==> src/rtl/mips_mc_ctrl_pkg.sv <==
// Shared encodings for the multicycle MIPS control unit: FSM states,
// opcodes, ALU operation codes and datapath mux select codes.
package mips_mc_ctrl_pkg;

    typedef enum logic [3:0] {
        S_FETCH    = 4'd0,
        S_DECODE   = 4'd1,
        S_MEM_ADDR = 4'd2,
        S_MEM_RD   = 4'd3,
        S_MEM_WB   = 4'd4,
        S_MEM_WR   = 4'd5,
        S_R_EXEC   = 4'd6,
        S_R_WB     = 4'd7,
        S_BRANCH   = 4'd8,
        S_JUMP     = 4'd9,
        S_I_EXEC   = 4'd10,
        S_I_WB     = 4'd11
    } state_t;

    localparam logic [5:0] OP_RTYPE = 6'b000000;
    localparam logic [5:0] OP_LW    = 6'b100011;
    localparam logic [5:0] OP_SW    = 6'b101011;
    localparam logic [5:0] OP_BEQ   = 6'b000100;
    localparam logic [5:0] OP_J     = 6'b000010;
    localparam logic [5:0] OP_ADDI  = 6'b001000;

    localparam logic [1:0] ALU_ADD   = 2'b00;
    localparam logic [1:0] ALU_SUB   = 2'b01;
    localparam logic [1:0] ALU_FUNCT = 2'b10;

    localparam logic [1:0] SRCB_REG    = 2'b00;
    localparam logic [1:0] SRCB_FOUR   = 2'b01;
    localparam logic [1:0] SRCB_IMM    = 2'b10;
    localparam logic [1:0] SRCB_IMM_SH = 2'b11;

    localparam logic [1:0] PC_ALU    = 2'b00;
    localparam logic [1:0] PC_ALUOUT = 2'b01;
    localparam logic [1:0] PC_JUMP   = 2'b10;

endpackage

==> src/rtl/mips_mc_wait_cnt.sv <==
// Memory wait counter: counts cycles without mem_ready in the current
// memory state and flags when MEM_TIMEOUT wait cycles have elapsed.
module mips_mc_wait_cnt #(
    parameter int MEM_TIMEOUT = 15
) (
    input  logic clk,
    input  logic resetb,
    input  logic i_clr,
    input  logic i_inc,
    output logic o_timeout
);
    localparam int CW = (MEM_TIMEOUT < 2) ? 1 : $clog2(MEM_TIMEOUT + 1);

    logic [CW-1:0] r_cnt;
    logic          w_at_max;

    assign w_at_max  = (r_cnt == CW'(MEM_TIMEOUT));
    assign o_timeout = w_at_max;

    // Clear has priority; counting stops at the timeout value.
    always_ff @(posedge clk or negedge resetb) begin
        if (!resetb)
            r_cnt <= '0;
        else if (i_clr)
            r_cnt <= '0;
        else if (i_inc && !w_at_max)
            r_cnt <= r_cnt + 1'b1;
    end

endmodule

==> src/rtl/mips_mc_ctrl.sv <==
// Multicycle MIPS control FSM: state/opcode registers plus combinational
// next-state and control decode, with a memory-wait timeout.
module mips_mc_ctrl
    import mips_mc_ctrl_pkg::*;
#(
    parameter int MEM_TIMEOUT = 15
) (
    input  logic       clk,
    input  logic       resetb,
    input  logic [5:0] opcode,
    input  logic       zero,
    input  logic       mem_ready,
    output logic       pc_we,
    output logic       ir_we,
    output logic       mdr_we,
    output logic       rf_we,
    output logic       mem_re,
    output logic       mem_we,
    output logic       iord,
    output logic       reg_dst,
    output logic       mem_to_reg,
    output logic       alu_src_a,
    output logic [1:0] alu_src_b,
    output logic [1:0] alu_op,
    output logic [1:0] pc_src,
    output logic       mem_err,
    output logic       illegal_op,
    output logic [3:0] state
);
    state_t     r_state;
    state_t     w_next;
    logic [5:0] r_opcode;
    logic       r_run;
    logic       w_timeout;
    logic       w_cnt_clr;

    assign state = r_state;

    // Restart the count on every state change, after a timeout, and while held idle.
    assign w_cnt_clr = (w_next != r_state) | mem_err | ~r_run;

    mips_mc_wait_cnt #(.MEM_TIMEOUT(MEM_TIMEOUT)) u_wait_cnt (
        .clk       (clk),
        .resetb    (resetb),
        .i_clr     (w_cnt_clr),
        .i_inc     (~mem_ready),
        .o_timeout (w_timeout)
    );

    // State, latched opcode and run flag; r_run keeps all outputs quiet until
    // the first rising edge after reset release.
    always_ff @(posedge clk or negedge resetb) begin
        if (!resetb) begin
            r_state  <= S_FETCH;
            r_opcode <= '0;
            r_run    <= 1'b0;
        end else begin
            r_state <= w_next;
            r_run   <= 1'b1;
            if (r_run && r_state == S_DECODE)
                r_opcode <= opcode;
        end
    end

    // Next-state and control decode; mem_ready takes priority over timeout.
    always_comb begin
        w_next     = S_FETCH;
        pc_we      = 1'b0;
        ir_we      = 1'b0;
        mdr_we     = 1'b0;
        rf_we      = 1'b0;
        mem_re     = 1'b0;
        mem_we     = 1'b0;
        iord       = 1'b0;
        reg_dst    = 1'b0;
        mem_to_reg = 1'b0;
        alu_src_a  = 1'b0;
        alu_src_b  = SRCB_REG;
        alu_op     = ALU_ADD;
        pc_src     = PC_ALU;
        mem_err    = 1'b0;
        illegal_op = 1'b0;
        if (r_run) begin
            case (r_state)
                S_FETCH: begin
                    mem_re    = 1'b1;
                    alu_src_b = SRCB_FOUR;
                    ir_we     = mem_ready;
                    pc_we     = mem_ready;
                    if (mem_ready)      w_next = S_DECODE;
                    else if (w_timeout) mem_err = 1'b1;
                    else                w_next = S_FETCH;
                end
                S_DECODE: begin
                    alu_src_b = SRCB_IMM_SH;
                    case (opcode)
                        OP_RTYPE:      w_next = S_R_EXEC;
                        OP_LW, OP_SW:  w_next = S_MEM_ADDR;
                        OP_BEQ:        w_next = S_BRANCH;
                        OP_J:          w_next = S_JUMP;
                        OP_ADDI:       w_next = S_I_EXEC;
                        default:       illegal_op = 1'b1;
                    endcase
                end
                S_MEM_ADDR: begin
                    alu_src_a = 1'b1;
                    alu_src_b = SRCB_IMM;
                    w_next    = (r_opcode == OP_LW) ? S_MEM_RD : S_MEM_WR;
                end
                S_MEM_RD: begin
                    mem_re = 1'b1;
                    iord   = 1'b1;
                    mdr_we = mem_ready;
                    if (mem_ready)      w_next = S_MEM_WB;
                    else if (w_timeout) mem_err = 1'b1;
                    else                w_next = S_MEM_RD;
                end
                S_MEM_WB: begin
                    rf_we      = 1'b1;
                    mem_to_reg = 1'b1;
                end
                S_MEM_WR: begin
                    mem_we = 1'b1;
                    iord   = 1'b1;
                    if (!mem_ready) begin
                        if (w_timeout) mem_err = 1'b1;
                        else           w_next = S_MEM_WR;
                    end
                end
                S_R_EXEC: begin
                    alu_src_a = 1'b1;
                    alu_op    = ALU_FUNCT;
                    w_next    = S_R_WB;
                end
                S_R_WB: begin
                    rf_we   = 1'b1;
                    reg_dst = 1'b1;
                end
                S_BRANCH: begin
                    alu_src_a = 1'b1;
                    alu_op    = ALU_SUB;
                    pc_src    = PC_ALUOUT;
                    pc_we     = zero;
                end
                S_JUMP: begin
                    pc_src = PC_JUMP;
                    pc_we  = 1'b1;
                end
                S_I_EXEC: begin
                    alu_src_a = 1'b1;
                    alu_src_b = SRCB_IMM;
                    w_next    = S_I_WB;
                end
                S_I_WB: begin
                    rf_we = 1'b1;
                end
                default: w_next = S_FETCH;
            endcase
        end
    end

endmodule

==> config.mk <==
export PLATFORM = sky130hd
export DESIGN_NAME = mips_mc_ctrl
export DESIGN_NICKNAME = d
export VERILOG_FILES = /design/src/rtl/mips_mc_ctrl_pkg.sv /design/src/rtl/mips_mc_wait_cnt.sv /design/src/rtl/mips_mc_ctrl.sv
export SDC_FILE = /design/constraint.sdc
export NUM_CORES = 1
export LEC_CHECK = 0
export ABC_AREA = 0
export CAP_MARGIN = 10
export CORE_AREA = 2 2 65 67
export DETAILED_ROUTE_END_ITERATION = 10
export DIE_AREA = 0 0 67 69
export GPL_TIMING_DRIVEN = 0
export SLEW_MARGIN = 30
export SYNTH_ARGS = -nofsm -noshare
export SYNTH_HDL_FRONTEND = slang
export SYNTH_SLANG_ARGS = --single-unit
==> constraint.sdc <==
create_clock -name clk -period 2.3 [get_ports clk]
set_input_delay 0.69 -clock clk [delete_from_list [all_inputs] [get_ports clk]]
set_output_delay 0.69 -clock clk [all_outputs]
set_load 0.02 [all_outputs]
After elaboration in Yosys (flattened, before gate mapping):

Cells that the tools add are included.

* word-level logic and storage cells: 86
* register bits after elaboration: 15
* bits of input ports: 10

* muxes and demuxes: 44
* bitwise gates (word level): 4
* equality and inequality tests: 19
* reductions and logical operators: 14
* add/subtract/negate cells: 1

Operators with widths (count)
* $pmux W4 S7: 1
* $mux W1: 27
* $eq A4 B4 Y1 const B: 5
* $pmux W4 S5: 1
* $eq A6 B6 Y1 const B: 3
* $eq A4 B3 Y1 const B: 4
* $mux W3: 4
* $mux W4: 3
* $eq A4 B2 Y1 const B: 2
* $mux W2: 4
* $pmux W2 S2: 2
* $reduce_or A2 Y1: 4
* $eq A6 B2 Y1 const B: 1
* $eq A6 B3 Y1 const B: 1
* $eq A6 B4 Y1 const B: 1
* $logic_not A6 Y1: 1
* $pmux W2 S3: 1
* $reduce_or A3 Y1: 2
* $reduce_or A6 Y1: 1
* $add A4 B1 Y4 const B: 1
* $eq A4 B1 Y1 const B: 1
* $logic_not A4 Y1: 1
* $ne A4 B4 Y1: 1
* $reduce_or A4 Y1: 1
* other kinds (6): 9

Longest topological paths before layout:

Gate-level depths: netlist (run 1).

* depth after elaboration: 9
* depth in mapped cells: 6
* gate-level depth less buffers: 6

By module:

Synthesis (run 1) repeated with hierarchy kept, for this count alone.

* cell total of the unflattened synthesis: 145
* area, all modules: 1193.6 um2

By module, submodules not included
* mips_mc_ctrl: seq. area each 275.3 um2, times used 1, cells an instance 125, area an instance 964.7 um2
* mips_mc_wait_cnt: seq. area each 100.1 um2, times used 1, cells an instance 20, area an instance 229.0 um2

Least setup slack after synthesis (run 1):

No wires, ideal clock.

* kind: reg-to-output
* start: register r_state[3], in the netlist state[3]
* end: output pc_we
* cell stages (with the launch flop): 5
* arrival: 2.115 ns
* path buffers: 2
* required time: 1.610 ns
* path slack: -0.505 ns
* path through: dfrtp_1 > buf_2 > buf_2 > a21oi_1 > a2111oi_0

* word-level cells in the longest chain between the ends: 3
* elaborated cells between the ends (all ways): 5
* classes of those cells: eq/ne: 2; mux: 2; reduce/logical: 1

RTL lines
* start: declaration: line mips_mc_ctrl.sv:30 `state_t r_state;`
* start signal: assignment: line mips_mc_ctrl.sv:58 `r_state <= w_next;`
* $eq A4 B4 Y1 / $logic_not A4 Y1 (equally long branches): line mips_mc_ctrl.sv:84 `case (r_state)`
* $pmux W1 S3 (*): line mips_mc_ctrl.sv:84
* $mux W1 (*): line mips_mc_ctrl.sv:83 `if (r_run) begin`
* end: declaration: line mips_mc_ctrl.sv:13 `output logic pc_we,`

Mark *: on every way between the ends. The rest lies on a longest branch, timed or not.

Final worst setup path (run 1):

* start: register r_state[1], in the netlist state[1]
* end: output illegal_op

* word-level cells in the longest chain between the ends: 3

RTL lines
* $eq A4 B1 Y1: line mips_mc_ctrl.sv:84
* $mux W1: line mips_mc_ctrl.sv:84
* $mux W1: line mips_mc_ctrl.sv:83
* end: declaration: line mips_mc_ctrl.sv:27 `output logic illegal_op,`

Every way passes these cells.

==> out/qor.txt, run 1 <==
status - complete, but fails checks
violated checks - setup timing
final wirelength - 3976 um
DR pass1 iterations - 4
cell accounting for the most synthesized area - dfrtp_1
commonest non-fill, non-tap cell in the layout - buf_4
setup_tns - -0.02583 ns
synth unique cells - 53
RSZ-0062 raised after global routing - yes
Req. time, crit path - 1.61 ns
Crit Path Category - reg -> out
placed cell areas - 1699 um^2
Hold Crit Depth - 1
Synthesized Nets - 160
GPL Wtd Cong - 0.8775
initial antenna violation count - 0
initial core utilization - 33.44%
synth top area cells - dfrtp_1 29%, nor3_1 6.1%, mux2_2 5.2%
Clock transition at path regs - 0.06 ns
CTS tree - done
area of the multi-input gates - 940.9 um^2
# clock sinks - 15
CP Cell Sequence - buf_8 > nand3b_1 > nor3_4 > and3_4 > buf_4
minimum clock period - 2.326 ns
core area - 3914 um^2
Root Buffer - clkbuf_8
fin area - 1867 um^2
final setup margin - -0.02583 ns
Synth top area share - 28.68%
Peak Freq - 430.0 MHz
delay-heaviest family, CP - simple AND/OR/NAND/NOR gates
Syn Area/Cell - 8.784 um^2
Reg-to-Reg Start - u_wait_cnt.r_cnt[0]
max_slew headroom - 50.11%
sequential fraction of the synthesis area - 28.68%
worst stage delay on the critical path - 0.44 ns
LEAKAGE - 0.7511 nW
via count - 1380
Die Y - 69 um
FF/Latch Area - 380.4 um^2
DP HPWL - 2833 um
Slew @ Worst Pin - 0.7368 ns
Syn-to-layout area delta - 42.64%
CP arrival - 1.64 ns
GRT Total Usage - 17.18%
Num CTS Buffers - 3
hold path startpoint - r_opcode[5]
Die ar. - 4623 um^2
violation count after the first detailed-route iteration - 75
slowest cell on the critical path - dfrtp_2
hold crit path type - reg -> reg
Die Span X - 67 um
Avg WL per Cell - 15.90 um
Synth async-reset ratio - 100.0%
Reg2Reg Depth - 6
Rows - 23
io pins - 32
Post-Syn Area - 1309 um^2
post-route core utilization - 47.70%
EDFF count, synth - 0
CP Max Fanout - 8
#FFs+latches synth - 15
Clock Latency Late Sink - 0.25 ns
most frequent cells in the layout - 20 x buf_4, 14 x nor3_1, 12 x nor2_1, 11 x dfrtp_1, 10 x nand2_1
Period Utilization, post-route - 101.1%
crit path capture type - output port
skew final - 0.001843 ns
CTS Buffer Depth - 2
largest net degree at the start of global routing - 16
ant diodes - 0
Final Hold Fails - 0
r2r endpoint - u_wait_cnt.r_cnt[0]
Worst setup SP type - register
Setup Viol. Count Final - 1
Layout fillers - 393
peak supply drop - 0.3187 mV
Synth Flop Type - dfrtp_1
worst path bufs/invs - 2
vias in the first global route - 1282
Final ANT Viol Nets - 0
Cell Pwr Density - 411.0 nW/um^2
layout net count - 212
reg-to-reg slack, setup - 0.33 ns
Post-Synthesis Cells - 149
Final Max Tran Viols - 0
first-pass GRT wire length - 6320 um
synth warn - 0
vias per inst - 5.520
GRT overflow - 0
layout cell share with drive strength beyond 1 - 42.50%
PortBufs - 31
DR DRC count - 0
CTS H-tree lvls - 1
Max Cap Violations - 0
WHS Endpoint - r_opcode[5]
per-stage QoR:
stage	hold WS (ns)	setup slack, ns	instances	power, mW
after floorplan	0.3944	-0.02461	149	0.4578
after global placement	0.4863	-0.9488	230	0.5321
after detailed placement	0.4880	-0.9617	230	0.5382
after CTS	0.5018	-0.07441	243	0.7595
after global routing	0.5155	-0.1107	250	0.8110
final	0.4988	-0.02583	250	0.7672
flip-flops by register name (all words and copies together) (netlist names):
name              count
r_opcode              6
r_run                 1
state                 4
u_wait_cnt.r_cnt      4
worst reg2reg max path: cells and delay by family (launching register included):
| kind | cells | cell delay [ns] |
|---|---|---|
| and+or+nand+nor | 2 | 0.27 |
| adders and majority gates | 1 | 0.25 |
| AOI/OAI and AO/OA | 3 | 0.89 |
| DFF | 1 | 0.41 |
power by group:
part	internal [mW]	total, mW	leakage (nW)	switching, mW
Combinational	0.109	0.234	0.538	0.125
Sequential	0.300	0.319	0.187	0.0196
Clock	0.120	0.214	0.0255	0.0941
Total	0.528	0.767	0.751	0.239
how the worst max path moves through the flow:
| stage | from | to | slack, ns | depth (start not counted) |
|---|---|---|---|---|
| 3_3_place_gp | mem_ready | mem_err | -0.95 | 4 |
| 3_5_place_dp | opcode[2] | illegal_op | -0.96 | 5 |
| 4_1_cts | state[1] | illegal_op | -0.07 | 5 |
| 6_report | state[1] | illegal_op | -0.03 | 5 |
| 2_1_floorplan | state[3] | pc_we | -0.02 | 4 |
| 5_1_grt | state[1] | illegal_op | -0.11 | 5 |
timing repair:
action	in CTS	in global routing
resized for setup	95	32
cloned	0	0
hold buffers	0	0
buffers inserted	9	7
setup endpoints to repair	22	16
pin swaps	6	3
layout make-up:
type / instances / share of cell area [%]
tap: 50 / 3.351
clock buffer: 3 / 2.212
sequential: 15 / 20.38
clock inverter: 1 / 0.2681
timing repair buffer: 47 / 18.16
inverter: 4 / 1.005
multi-input combinational: 123 / 50.40
buffer: 7 / 4.223
cell usage after synthesis (all sizes together) (2+ instances only):
library cell,number
nor2,13
a21oi,6
o311ai,3
o21ai,4
nand2,11
a2111oi,2
xnor2,4
nand2b,9
mux2,6
and3,2
a32oi,2
nor4,4
a211oi,2
nand3b,3
nand4,2
xor2,2
dfrtp,15
buf,6
nor2b,4
nor3,17
inv,4
o211ai,2
nand3,3
a31oi,2
a211o,2
kinds of logic after synthesis:
group,count (synthesis),share of synthesized area [%]
and+or+nand+nor,74,33.46
AOI/OAI and AO/OA,34,20.08
DFF,15,28.68
buffers and inverters,11,5.161
muxes,7,5.927
xor gates and xnor gates,6,5.449
adders and majority gates,1,0.9559
other,1,0.2865
layer usage:
metal / track usage (%) / vias to the layer above / routed length (um)
li1: - / 662 / -
met1: 23.31 / 649 / 1781
met2: 28.05 / 59 / 1879
met3: 2.121 / 10 / 254
met4: 5.215 / 0 / 61
met5: 0 / - / 0
Note: power is estimated with default switching activity, not from simulation.
==> run 2, diff against run 1 <==
--- a/config.mk
+++ b/config.mk
@@ -7,10 +7,13 @@
 export LEC_CHECK = 0
 export ABC_AREA = 0
 export CAP_MARGIN = 10
-export CORE_AREA = 2 2 65 67
+export CELL_PAD_IN_SITES_DETAIL_PLACEMENT = 1
+export CELL_PAD_IN_SITES_GLOBAL_PLACEMENT = 2
+export CORE_AREA = 2 2 71 73
 export DETAILED_ROUTE_END_ITERATION = 10
-export DIE_AREA = 0 0 67 69
+export DIE_AREA = 0 0 73 75
 export GPL_TIMING_DRIVEN = 0
+export PLACE_DENSITY_LB_ADDON = 0.1
 export SLEW_MARGIN = 30
 export SYNTH_ARGS = -nofsm -noshare
 export SYNTH_HDL_FRONTEND = slang
==> run 2 against run 1 <==
Effect of this change: the flow still finishes with violations (setup timing); maximum frequency fell by 1.1%; register-to-register slack worse by 0.03 ns; die area increased by 18%; global-route usage decreased by 0.33 points; first-iteration DRC count is 23% lower; core utilization shrank 7.1 points; design area increased by 1.3%; non-clock buffer count down 2; count of clock-buffer cells in the layout rose by 1; critical path type is now in -> out; largest cell class unchanged.
==> out/qor.txt, run 2 (synthesis gave the netlist of run 1 again) <==
status - complete, but fails checks
violated checks - setup timing
io pins - 32 (unchanged)
vias in the first global route - 1389 (+8.3%)
Design Power - 770.0 uW (+0.37%)
Slew @ Worst Pin - 0.6919 ns (-0.04487 ns)
Rows - 25 (+8.7%)
setup_tns - -0.05281 ns (-0.02697 ns)
placed cells - 234 (+1.7%)
Cell Pwr Density - 407.0 nW/um^2 (-0.96%)
LEAKAGE - 0.7521 nW (+0.13%)
Setup Viol. Count Final - 1 (unchanged)
Die Y - 75 um (+8.7%)
Worst setup SP type - primary input
post-route core utilization - 40.59% (-7.1 points)
final setup margin - -0.05281 ns (-0.02697 ns)
Peak Freq - 425.0 MHz (-1.1%)
initial antenna violation count - 0 (unchanged)
Die ar. - 5475 um^2 (+18%)
DP HPWL - 3473 um (+23%)
commonest non-fill, non-tap cell in the layout - buf_4
GRT overflow - 0 (unchanged)
Biggest register - r_opcode
final cell count without fillers - 252 (+0.80%)
via count - 1377 (-0.22%)
CP Max Fanout - 5 (-3)
final wirelength - 4436 um (+12%)
DR pass1 iterations - 4 (unchanged)
Final ANT Viol Nets - 0 (unchanged)
Crit Path Category - in -> out
ant diodes - 0 (unchanged)
RSZ-0062 raised after global routing - yes
Final Max Tran Viols - 0 (unchanged)
vias per inst - 5.464 (-1.0%)
max reg flops - 6 (unchanged)
CP arrival - 1.66 ns (+0.02 ns)
first-pass GRT wire length - 7127 um (+13%)
peak supply drop - 0.4876 mV (+53%)
Clock Latency Late Sink - 0.25 ns (about the same)
violation count after the first detailed-route iteration - 58 (-23%)
fin area - 1892 um^2 (+1.3%)
Num CTS Buffers - 3 (unchanged)
layout cell share with drive strength beyond 1 - 39.90% (-2.6 points)
# clock sinks - 15 (unchanged)
Clock transition at path regs - 0.06 ns (about the same)
core area - 4661 um^2 (+19%)
Req. time, crit path - 1.61 ns (about the same)
most frequent cells in the layout - 18 x buf_4, 14 x nor3_1, 12 x nor2_1, 12 x dfrtp_1, 10 x nand2_1
minimum clock period - 2.353 ns (+0.02697 ns)
DR DRC count - 0 (unchanged)
placed cell areas - 1704 um^2 (+0.29%)
CTS H-tree lvls - 1 (unchanged)
largest net degree at the start of global routing - 16 (unchanged)
Die Span X - 73 um (+9.0%)
layout net count - 210 (-0.94%)
max_slew headroom - 53.73% (+3.6 points)
hold crit path type - reg -> reg
PortBufs - 31 (unchanged)
crit path capture type - output port
skew final - 0.004469 ns (+0.002626 ns)
Place WS - -0.9724 ns (-0.01067 ns)
hold slack - 0.4988 ns (+0.00002400 ns)
GRT Total Usage - 16.85% (-0.33 points)
Syn-to-layout area delta - 44.55%
Max Cap Violations - 0 (unchanged)
Final Hold Fails - 0 (unchanged)
Root Buffer - clkbuf_8
Period Utilization, post-route - 102.3% (+1.2 points)
Avg WL per Cell - 17.60 um (+11%)
initial core utilization - 28.08% (-5.4 points)
CTS Buffer Depth - 2 (unchanged)
CTS tree - done
GPL Wtd Cong - 0.8062 (-8.1%)
run 2: cell types whose count changed in the layout (fill, tap and decap cells not counted), moves of 2 or more:
cell / change
clkbuf_2: -4
clkdlybuf4s15_2: +3
buf_4: -2
dlygate4sd2_1: +2
run 2: report_power, final:
| group | total (mW) | switching [mW] | internal [mW] |
|---|---|---|---|
| Clock | 0.215 | 0.0924 | 0.123 |
| Sequential | 0.320 | 0.0201 | 0.299 |
| Combinational | 0.235 | 0.126 | 0.109 |
run 2: cell type report:
type                    count  area, um^2
flip-flops and latches     15       379.1
well taps                  54       67.56
clock buffers               4       45.04
fillers                   548        2769
plain buffers               7       90.09
repair buffers             45       347.8
inverters                   4       18.77
multi-input cells         123       943.4
run 2: final timing paths:
check / start / to / slack [ns] / depth (start not counted)
hold reg to reg: r_opcode[3] / r_opcode[3] / 0.50 / 1
setup / recovery: opcode[3] / illegal_op / -0.05 / 5
hold / removal: r_opcode[3] / r_opcode[3] / 0.50 / 1
setup reg to reg: u_wait_cnt.r_cnt[0] / u_wait_cnt.r_cnt[0] / 0.30 / 6
min in group asynchronous: resetb / r_opcode[1] / 0.86 / 1
max in group asynchronous: resetb / state[1] / 0.95 / 1
run 2: timing repair:
action	in CTS	in global routing
setup buffers	5	9
pin swaps	4	3
setup endpoints to repair	22	20
cloned	0	0
hold buffers	0	0
resized for setup	102	22
run 2: worst max-delay path, cell delays in order:
cell	delay [ns]
clkdlybuf4s15_2	0.24
xor2_1	0.18
o211ai_1	0.23
and3_1	0.19
buf_4	0.13
run 2: metal layers:
layer | part of all wire [%] | track usage [%] | vias up
met5 | 0 | 0 | -
met4 | 1.6 | 5.761 | 0
met3 | 3.5 | 2.008 | 8
met2 | 52 | 30.83 | 34
met1 | 43 | 20.41 | 680
li1 | - | - | 655
